### config.mk
export PLATFORM = sky130hd
export DESIGN_NAME = id_ex_pipe
export DESIGN_NICKNAME = d
export VERILOG_FILES = /design/src/rtl/id_ex_pipe.sv
export SDC_FILE = /design/constraint.sdc
export NUM_CORES = 1
export LEC_CHECK = 0
export CORE_ASPECT_RATIO = 1.5
export CORE_UTILIZATION = 42
export DETAILED_ROUTE_END_ITERATION = 6
export HOLD_SLACK_MARGIN = 0.05
export PLACE_DENSITY_LB_ADDON = 0.25
export SLEW_MARGIN = 40
export SYNTH_ARGS = -nofsm -noshare
export SYNTH_HDL_FRONTEND = slang
export SYNTH_SLANG_ARGS = --single-unit
### constraint.sdc
create_clock -name clk_i -period 1.2 [get_ports clk_i]
set_input_delay 0.24 -clock clk_i [delete_from_list [all_inputs] [get_ports clk_i]]
set_output_delay 0.24 -clock clk_i [all_outputs]
set_load 0.02 [all_outputs]
### src/rtl/id_ex_pipe.sv
// ID->EX stage: one-cycle registered payload with valid/ready; empty slots present a NOP bubble.
// Latency 1 cycle; flush squashes everything held; `SKID_BUF_EN adds a skid entry so in_ready_o is a flop.
// Backpressure: out_ready_i=0 holds outputs stable; in_ready_o drops when no slot is free.
module id_ex_pipe #(
   parameter int              XLEN       = 32,
   parameter int              REG_ADDR_W = 5,
   parameter logic [XLEN-1:0] NOP_INS    = 32'h13
) (
   input  logic                  clk_i,
   input  logic                  rst_ni,
   input  logic                  flush_i,
   input  logic                  in_valid_i,
   output logic                  in_ready_o,
   input  logic [XLEN-1:0]       op1_i,
   input  logic [XLEN-1:0]       op2_i,
   input  logic [XLEN-1:0]       ins_i,
   input  logic [XLEN-1:0]       ins_addr_i,
   input  logic [REG_ADDR_W-1:0] rd_addr_i,
   input  logic                  rd_wen_i,
   output logic                  out_valid_o,
   input  logic                  out_ready_i,
   output logic [XLEN-1:0]       op1_ex_o,
   output logic [XLEN-1:0]       op2_ex_o,
   output logic [XLEN-1:0]       ins_ex_o,
   output logic [XLEN-1:0]       ins_addr_ex_o,
   output logic [REG_ADDR_W-1:0] rd_addr_ex_o,
   output logic                  rd_wen_ex_o
);

   typedef struct packed {
      logic [XLEN-1:0]       op1;
      logic [XLEN-1:0]       op2;
      logic [XLEN-1:0]       ins;
      logic [XLEN-1:0]       ins_addr;
      logic [REG_ADDR_W-1:0] rd_addr;
      logic                  rd_wen;
   } beat_t;

   localparam beat_t BUBBLE = '{op1: '0, op2: '0, ins: NOP_INS, ins_addr: '0,
                                rd_addr: '0, rd_wen: 1'b0};

   beat_t in_beat;
   beat_t main_q;
   logic  out_valid_q;
   logic  accept;
   logic  pop;

   assign in_beat = '{op1: op1_i, op2: op2_i, ins: ins_i, ins_addr: ins_addr_i,
                      rd_addr: rd_addr_i, rd_wen: rd_wen_i};

   assign accept = in_valid_i & in_ready_o & ~flush_i;
   assign pop    = out_valid_q & out_ready_i;

`ifdef SKID_BUF_EN
   typedef enum logic [1:0] {EMPTY, BUSY, FULL} state_t;

   state_t state_q;
   beat_t  skid_q;
   logic   in_ready_q;

   assign in_ready_o = in_ready_q;

   // in_ready_q tracks (next state != FULL) so ID never sees the EX stall combinationally
   always_ff @(posedge clk_i or negedge rst_ni) begin
      if (!rst_ni) begin
         state_q     <= EMPTY;
         main_q      <= BUBBLE;
         skid_q      <= BUBBLE;
         out_valid_q <= 1'b0;
         in_ready_q  <= 1'b1;
      end else if (flush_i) begin
         state_q     <= EMPTY;
         main_q      <= BUBBLE;
         skid_q      <= BUBBLE;
         out_valid_q <= 1'b0;
         in_ready_q  <= 1'b1;
      end else begin
         case (state_q)
            EMPTY: begin
               if (accept) begin
                  main_q      <= in_beat;
                  out_valid_q <= 1'b1;
                  state_q     <= BUSY;
               end
            end
            BUSY: begin
               case ({accept, pop})
                  2'b11: main_q <= in_beat;
                  2'b10: begin
                     skid_q     <= in_beat;
                     state_q    <= FULL;
                     in_ready_q <= 1'b0;
                  end
                  2'b01: begin
                     main_q      <= BUBBLE;
                     out_valid_q <= 1'b0;
                     state_q     <= EMPTY;
                  end
                  default: ;
               endcase
            end
            FULL: begin
               if (pop) begin
                  main_q     <= skid_q;
                  skid_q     <= BUBBLE;
                  state_q    <= BUSY;
                  in_ready_q <= 1'b1;
               end
            end
            default: begin
               state_q     <= EMPTY;
               main_q      <= BUBBLE;
               skid_q      <= BUBBLE;
               out_valid_q <= 1'b0;
               in_ready_q  <= 1'b1;
            end
         endcase
      end
   end
`else
   assign in_ready_o = ~out_valid_q | out_ready_i;

   always_ff @(posedge clk_i or negedge rst_ni) begin
      if (!rst_ni) begin
         out_valid_q <= 1'b0;
         main_q      <= BUBBLE;
      end else if (flush_i) begin
         out_valid_q <= 1'b0;
         main_q      <= BUBBLE;
      end else if (accept) begin
         out_valid_q <= 1'b1;
         main_q      <= in_beat;
      end else if (pop) begin
         out_valid_q <= 1'b0;
         main_q      <= BUBBLE;
      end
   end
`endif

   assign out_valid_o   = out_valid_q;
   assign op1_ex_o      = main_q.op1;
   assign op2_ex_o      = main_q.op2;
   assign ins_ex_o      = main_q.ins;
   assign ins_addr_ex_o = main_q.ins_addr;
   assign rd_addr_ex_o  = main_q.rd_addr;
   assign rd_wen_ex_o   = out_valid_q & main_q.rd_wen;

endmodule

==> results of run 1 <==
[sequential cells by signal (all words and copies together), names as in the netlist]
name           flops
ins_ex_o          32
main_q             1
ins_addr_ex_o     32
op1_ex_o          32
out_valid_o        1
op2_ex_o          32
rd_addr_ex_o       5
[metal layers]
layer	GRT usage (%)	share of wire, %
met5	0	0
met2	35.5	53
met3	6.42	6.2
met4	7.96	1.8
met1	23.9	39
[logic make-up (layout without fill, tap and decap cells)]
kind of cell           after synthesis  in the layout  synth area share, %
AOI/OAI and AO/OA                  135            135                 21.5
DFF                                135            135                 40.8
muxes                                2              5                0.302
buffers and inverters              208            423                 17.3
and+or+nand+nor                    270            270                 20.2
[through the flow]
step / setup slack [ps] / instance area [µm²]
2_1_floorplan: -104 / 8400
3_3_place_gp: -536 / 10400
3_5_place_dp: -551 / 10400
4_1_cts: -246 / 11700
5_1_grt: -264 / 12500
6_report: -225 / 12500
[power by group]
group	total (W)	internal (W)	switching [W]
combinational	0.00345	0.00190	0.00155
clock	0.00560	0.00364	0.00196
sequential	0.00504	0.00483	0.000214
[synthesized netlist by cell type]
library cell  instances  area [µm²]
buf_6                12         135
nor2b_1               1        6.26
mux2_4                1        15.0
and2_1                1        6.26
nand2b_1            262        1640
a32oi_1               3        26.3
o32ai_2              80        1300
o32ai_1              51         447
buf_2                18        90.1
a21oi_1               1        5.00
inv_2                 2        7.51
mux2i_1               1        10.0
dfstp_2               3        78.8
clkbuf_1             32         120
dfrtp_1             132        3300
buf_4               144        1080
nor2_1                6        22.5
[final timing paths]
kind                       cells after the start                            end
max                                            3                     in_ready_o
min                                            2        op2_ex_o[4]$_DFFE_PN0P_
max reg2reg                                    4        ins_ex_o[6]$_DFFE_PN0P_
min reg2reg                                    2        ins_ex_o[4]$_DFFE_PN1P_
max in group asynchronous                      3        ins_ex_o[1]$_DFFE_PN1P_
min in group clk_i                             3  ins_addr_ex_o[31]$_DFFE_PN0P_
[final cells by class]
cell class / count / area, µm² / area share (%)
sequential: 135 / 3380 / 27.1
tap: 256 / 320 / 2.57
multi-input combinational: 410 / 3970 / 31.9
timing repair buffer: 389 / 4150 / 33.3
clock buffer: 24 / 482 / 3.87
inverter: 2 / 12.5 / 0.100
clock inverter: 8 / 145 / 1.16
[critical path, cell delays in order (launching register included)]
cell and delay [ps]:
dfrtp_2 430, nor2b_4 150, inv_2 70, buf_6 110
[what timing repair did]
action	CTS	global route
hold endpoints to repair	132	0
hold buffers	1	0
endpoints found under the setup margin	267	267
gates cloned	2	12
buffers inserted	44	28
pin swaps	0	3
gates resized for setup	826	47
==> results.ini, run 1 <==
[floorplanning]
num_rows = 62
core_um2 = 19200
die_area_um2 = 20300
initial_core_util_pct = 43.1
die_w_um = 117
fp.dieH_um = 174
ios = 275

[critical_path]
path_class = flip-flop to output pin
start_kind = flip-flop
reg2reg_from = out_valid_o$_DFFE_PN0P_
arrival_ps = 1180
end_kind = output pin
cp_max_fo = 4
r2r_slack_ps = -220
crit_start = out_valid_o$_DFFE_PN0P_
required_ps = 960

[timing]
slew_violations = 0
rsz0062_at_grt = yes
fmax_mhz = 702
setup_viol = 165
setup_ws_ps = -225
hold_violations = 0
post-route-period-util_pct = 119
fin_skew_ps = 11.0
tightest_slew_ps = 456
holdWs_ps = 233
max_slew_margin_pct = 69.6
finalSetupTns_ps = -22610
finalCriticalPeriod_ps = 1420

[drt]
vias = 6244
wl_mm = 23.0
ant_nets = 0
drc_errors = 0
wl_per_cell_um = 18.8
drt_pass1_iterations = 4
via_per_inst = 5.10
drt_iter0_markers = 355

[cts]
clk_pin_slew_ps = 60
cts_tree = yes
h-tree-depth = 4
clk_latency_ps = 430
cts_made_buffers = 17
cts_max_path_buffers = 2
cts.sink_count = 135
cts_root_buf = clkbuf_16

[synth]
yosysSeqAreaShare_pct = 40.8
ys_types = 17
synthCells = 750
avgSynthCellArea_um2 = 11.1
yosys_warnings = 0
syn-num-nets = 889
synth.cell_area_um2 = 8290
ys_ff_latch = 135

[placement]
gp_congestion = 0.745
dp.cells = 1105
port_buffers = 274
dp_hpwl_mm = 13.8

[grt]
antenna_found_initial = 0
track_usage_pct = 20.8
gr-total-overflow = 0
grt_start_max_net_pins = 99
grt_pass1_vias = 6434
grt_pass1_wl_mm = 32.7

[final_layout]
drive_gt1_share_pct = 42.6
final_common_cell = nand2b_1
mostFrequentLayoutCells = 262 x nand2b_1, 142 x buf_6, 135 x clkdlybuf4s50_1
final_nets = 1094
antenna_cells = 0
syn_to_final_growth_pct = 50.2
fin_util_pct = 64.8
final_cells = 1224
nFillCells = 1548

[power]
leakagePower_nw = 5.15
ir_worst_vdd_mv = 0.749
power_w = 0.0141
power.density_nw_per_um2 = 1130

[worst_hold_path]
hold_class = input port to asynchronous set/reset pin

[outcome]
status = finished with violations
violations = negative setup slack

[job]
cap_violations = 0

No activity file was read; power rests on OpenSTA's default activity.
==> run 2, diff against run 1 <==
CORE_UTILIZATION = 47   (was 42)
REMOVE_ABC_BUFFERS = 1   (was not set)
clock period = 1.5 ns   (was 1.2 ns; I/O delays follow)
==> results.ini, run 2 (synthesized netlist as in run 1, its figures left out) <==
[critical_path]
end_kind = output pin
reg2reg_from = out_valid_o$_DFFE_PN0P_
required_ps = 1200
max_stage_delay_ps = 390
crit_start = rd_addr_ex_o[3]$_DFFE_PN0P_
r2r_slack_ps = 50
worst-path-buf-inv = 1
start_kind = flip-flop
arrival_ps = 1170
path_class = flip-flop to output pin
critPathSlowestCell = dlygate4sd2_1
crit_chain = dlygate4sd2_1
cp_top_family = buffers and inverters
cp_max_fo = 2
reg2reg_to = rd_addr_ex_o[4]$_DFFE_PN0P_
reg2reg_depth = 4

[cts]
cts.sink_count = 135
cts_max_path_buffers = 2
clk_pin_slew_ps = 60
clk_latency_ps = 420
cts_root_buf = clkbuf_16
h-tree-depth = 4
cts_made_buffers = 17
cts_tree = yes

[final_layout]
mostFrequentLayoutCells = 262 x nand2b_1, 136 x clkdlybuf4s50_1, 132 x dfrtp_1
final_common_cell = nand2b_1
final_nets = 1012
syn_to_final_growth_pct = 30.7
stdcell_area_um2 = 10800
drive_gt1_share_pct = 18.4
final_cells = 1100

[timing]
post-route-period-util_pct = 98.1
slew_violations = 0
tightest_slew_ps = 498
finalCriticalPeriod_ps = 1470
fmax_mhz = 680
max_slew_margin_pct = 66.8
rsz0062_at_grt = yes
fin_skew_ps = 5.11
setup_viol = 0
hold_violations = 0

[grt]
grt_use_met1_pct = 25.0
grt_pass1_wl_mm = 32.5
grt_start_max_net_pins = 147
grt_busiest_layer = met2
gr-total-overflow = 0
grtUsageMet2_pct = 39.3
grt_pass1_vias = 6179
antenna_found_initial = 1
track_usage_pct = 22.7
grt_util_met3_pct = 6.35

[drt]
via_per_inst = 5.37
drc_errors = 0
vias = 5902
ant_nets = 0
drt_pass1_iterations = 4
wl_per_cell_um = 19.0
wl_mm = 20.9
drt_iter0_markers = 334

[placement]
port_buffers = 274
placed_area_um2 = 10400
gp_congestion = 0.792
dp.cells = 1065
dp_hpwl_mm = 14.4

[floorplanning]
ios = 275
num_rows = 59
die_w_um = 110
die_area_um2 = 18200
core_um2 = 17300
initial_core_util_pct = 48.0
fp.dieH_um = 165

[job]
cap_violations = 0

[power]
leakagePower_nw = 4.71
power_w = 0.0105
ir_worst_vdd_mv = 0.668
power.density_nw_per_um2 = 968

[outcome]
status = complete, no violations

[worst_hold_path]
hold_class = input port to asynchronous set/reset pin

-- run 2: stage by stage --
step                hold slack [ps]  setup TNS [ps]  setup WS, ps  util (%)
global route                    443           -6.41         -3.80      62.7
detailed placement              280          -29210          -331      59.9
finish                          411               0          29.0      62.8
CTS                             401               0          1.99      62.5
global placement                271          -26070          -330      59.9
floorplan                      4.41         -858060         -6970         -
-- run 2: where the power goes --
group | switching [W] | total (W) | leakage [nW] | internal [W]
Sequential | 0.000117 | 0.00398 | 1.80 | 0.00386
Clock | 0.00159 | 0.00440 | 0.299 | 0.00282
Combinational | 0.00108 | 0.00212 | 2.61 | 0.00104
-- run 2: layout make-up --
type / count / area, µm²
Multi-Input combinational cell: 408 / 3530
Timing Repair Buffer: 309 / 3020
Clock inverter: 12 / 176
Antenna cell: 2 / 5.00
Fill cell: 1413 / 6430
Tap cell: 213 / 267
Clock buffer: 19 / 443
Inverter: 2 / 12.5
Sequential cell: 135 / 3380
-- run 2: worst max-delay path by stage --
stage / slack [ps] / endpoint / cells past startpoint
floorplan: -6970 / ins_ex_o[0]$_DFFE_PN1P_ / 3
global route: -4 / ins_addr_ex_o[15]$_DFFE_PN0P_ / 4
detailed placement: -330 / in_ready_o / 4
CTS: 2 / in_ready_o / 3
finish: 30 / rd_addr_ex_o[3] / 1
global placement: -330 / in_ready_o / 4
-- run 2: per-layer routing --
| metal | vias to the layer above | routed length (µm) |
|---|---|---|
| li1 | 2721 | - |
| met1 | 2930 | 7880 |
| met2 | 197 | 11000 |
| met3 | 54 | 1080 |
| met4 | 0 | 943 |
| met5 | - | 0 |
-- run 2: repair_timing --
action,4_1_cts,5_1_grt
endpoints found under the setup margin,136,4
hold endpoints to repair,38,0
hold buffers,1,0
setup buffers,0,0
gates resized for setup,154,6
cloned,0,1
==> run 3, diff against run 2 <==
SKIP_CTS_REPAIR_TIMING = 1   (was not set)
==> results.ini, run 3 (synthesized netlist as in run 1, its figures left out) <==
[drt]
drc_errors = 0
drt_pass1_iterations = 5
via_per_inst = 5.36
vias = 5892
ant_nets = 0
wl_per_cell_um = 19.2
drt_iter0_markers = 311
wl_mm = 21.1

[power]
clock_power_share_pct = 41.5
switching_share_pct = 26.2
pwr-share-seq_pct = 37.5
ir_worst_vdd_mv = 0.669
power.density_nw_per_um2 = 936
intPower_w = 0.00783
p_sw_w = 0.00278
p_comb_share_pct = 21.0
leakagePower_nw = 6.30

[timing]
post-route-period-util_pct = 97.1
rsz0062_at_grt = yes
setup_viol = 0
tightest_slew_ps = 488
slew_violations = 0
setup_ws_ps = 44.2
max_slew_margin_pct = 67.5
hold_violations = 0
fin_skew_ps = 5.37
fmax_mhz = 687
finalCriticalPeriod_ps = 1460

[cts]
cts_tree = yes
cts_root_buf = clkbuf_16
cts_made_buffers = 17
cts_max_path_buffers = 2
cts.sink_count = 135
clk_latency_ps = 420
clk_pin_slew_ps = 60
h-tree-depth = 4

[critical_path]
reg2reg_to = rd_addr_ex_o[3]$_DFFE_PN0P_
cp_max_fo = 4
path_class = flip-flop to output pin
arrival_ps = 1160
reg2reg_depth = 4
crit_start = out_valid_o$_DFFE_PN0P_
crit_end = out_valid_o
reg2reg_from = out_valid_o$_DFFE_PN0P_
r2r_slack_ps = 60
start_kind = flip-flop
required_ps = 1200
end_kind = output pin

[grt]
grt_pass1_vias = 6163
antenna_found_initial = 1
gr-total-overflow = 0
grt_pass1_wl_mm = 32.5
grt_start_max_net_pins = 147
track_usage_pct = 22.7

[placement]
dp_hpwl_mm = 14.4
gp_congestion = 0.792
port_buffers = 274
placed_area_um2 = 10400
place_ws_ps = -331

[final_layout]
drive_gt1_share_pct = 18.3
syn_to_final_growth_pct = 36.7
final_common_cell = nand2b_1
mostFrequentLayoutCells = 262 x nand2b_1, 136 x clkdlybuf4s50_1, 132 x dfrtp_1
final_nets = 1012
stdcell_area_um2 = 11300

[job]
cap_violations = 0

[floorplanning]
die_area_um2 = 18200
initial_core_util_pct = 48.0
num_rows = 59
ios = 275
core_um2 = 17300
fp.dieH_um = 165
die_w_um = 110

[outcome]
status = complete, no violations

[worst_hold_path]
hold_class = input port to asynchronous set/reset pin

==> run 3: worst min-delay path by stage <==
stage	to	slack (ps)
6_report	ins_ex_o[30]$_DFFE_PN0P_	400
5_1_grt	op1_ex_o[5]$_DFFE_PN0P_	440
4_1_cts	op1_ex_o[5]$_DFFE_PN0P_	-180
3_5_place_dp	op1_ex_o[5]$_DFFE_PN0P_	280
3_3_place_gp	ins_ex_o[30]$_DFFE_PN0P_	270
2_1_floorplan	ins_addr_ex_o[0]$_DFFE_PN0P_	4
==> run 3: metal layers <==
layer / vias to the layer above / track usage, % / part of all wire, %
met5: - / 0 / 0
met2: 208 / 39.2 / 53
met1: 2910 / 25.0 / 38
li1: 2719 / - / -
met3: 55 / 6.39 / 5.2
met4: 0 / 13.2 / 4.7
==> run 3: final cells by class <==
cell class / instances / area, µm²
Tap cell: 213 / 267
Fill cell: 1297 / 5940
Antenna cell: 2 / 5.00
Inverter: 2 / 12.5
Clock buffer: 19 / 443
Sequential cell: 135 / 3380
Clock inverter: 12 / 176
Multi-Input combinational cell: 408 / 3530
Timing Repair Buffer: 309 / 3520
==> run 3: stage by stage <==
| step | hold slack, ps | total power (W) | util [%] | TNS, ps | std cells |
|---|---|---|---|---|---|
| after floorplan | 4.41 | 0.00503 | - | -858060 | 544 |
| after global placement | 271 | 0.00626 | 59.9 | -26070 | 1065 |
| after detailed placement | 280 | 0.00632 | 59.9 | -29210 | 1065 |
| after CTS | -178 | 0.0108 | 63.5 | -29720 | 1096 |
| after global routing | 442 | 0.0110 | 65.6 | -4.82 | 1099 |
| final | 402 | 0.0106 | 65.6 | 0 | 1100 |
==> run 3: critical path, cell delays in order, from the launching register on <==
cell and delay [ps]:
dfrtp_1 410, buf_4 180, buf_2 160
==> run 3: power groups by stage <==
stage / logic, W / registers, W / clock network, W
detailed placement: 0.00227 / 0.00405 / 0
CTS: 0.00228 / 0.00399 / 0.00450
global route: 0.00237 / 0.00400 / 0.00468
finish: 0.00223 / 0.00398 / 0.00440
floorplan: 0.000727 / 0.00430 / 0
global placement: 0.00223 / 0.00404 / 0
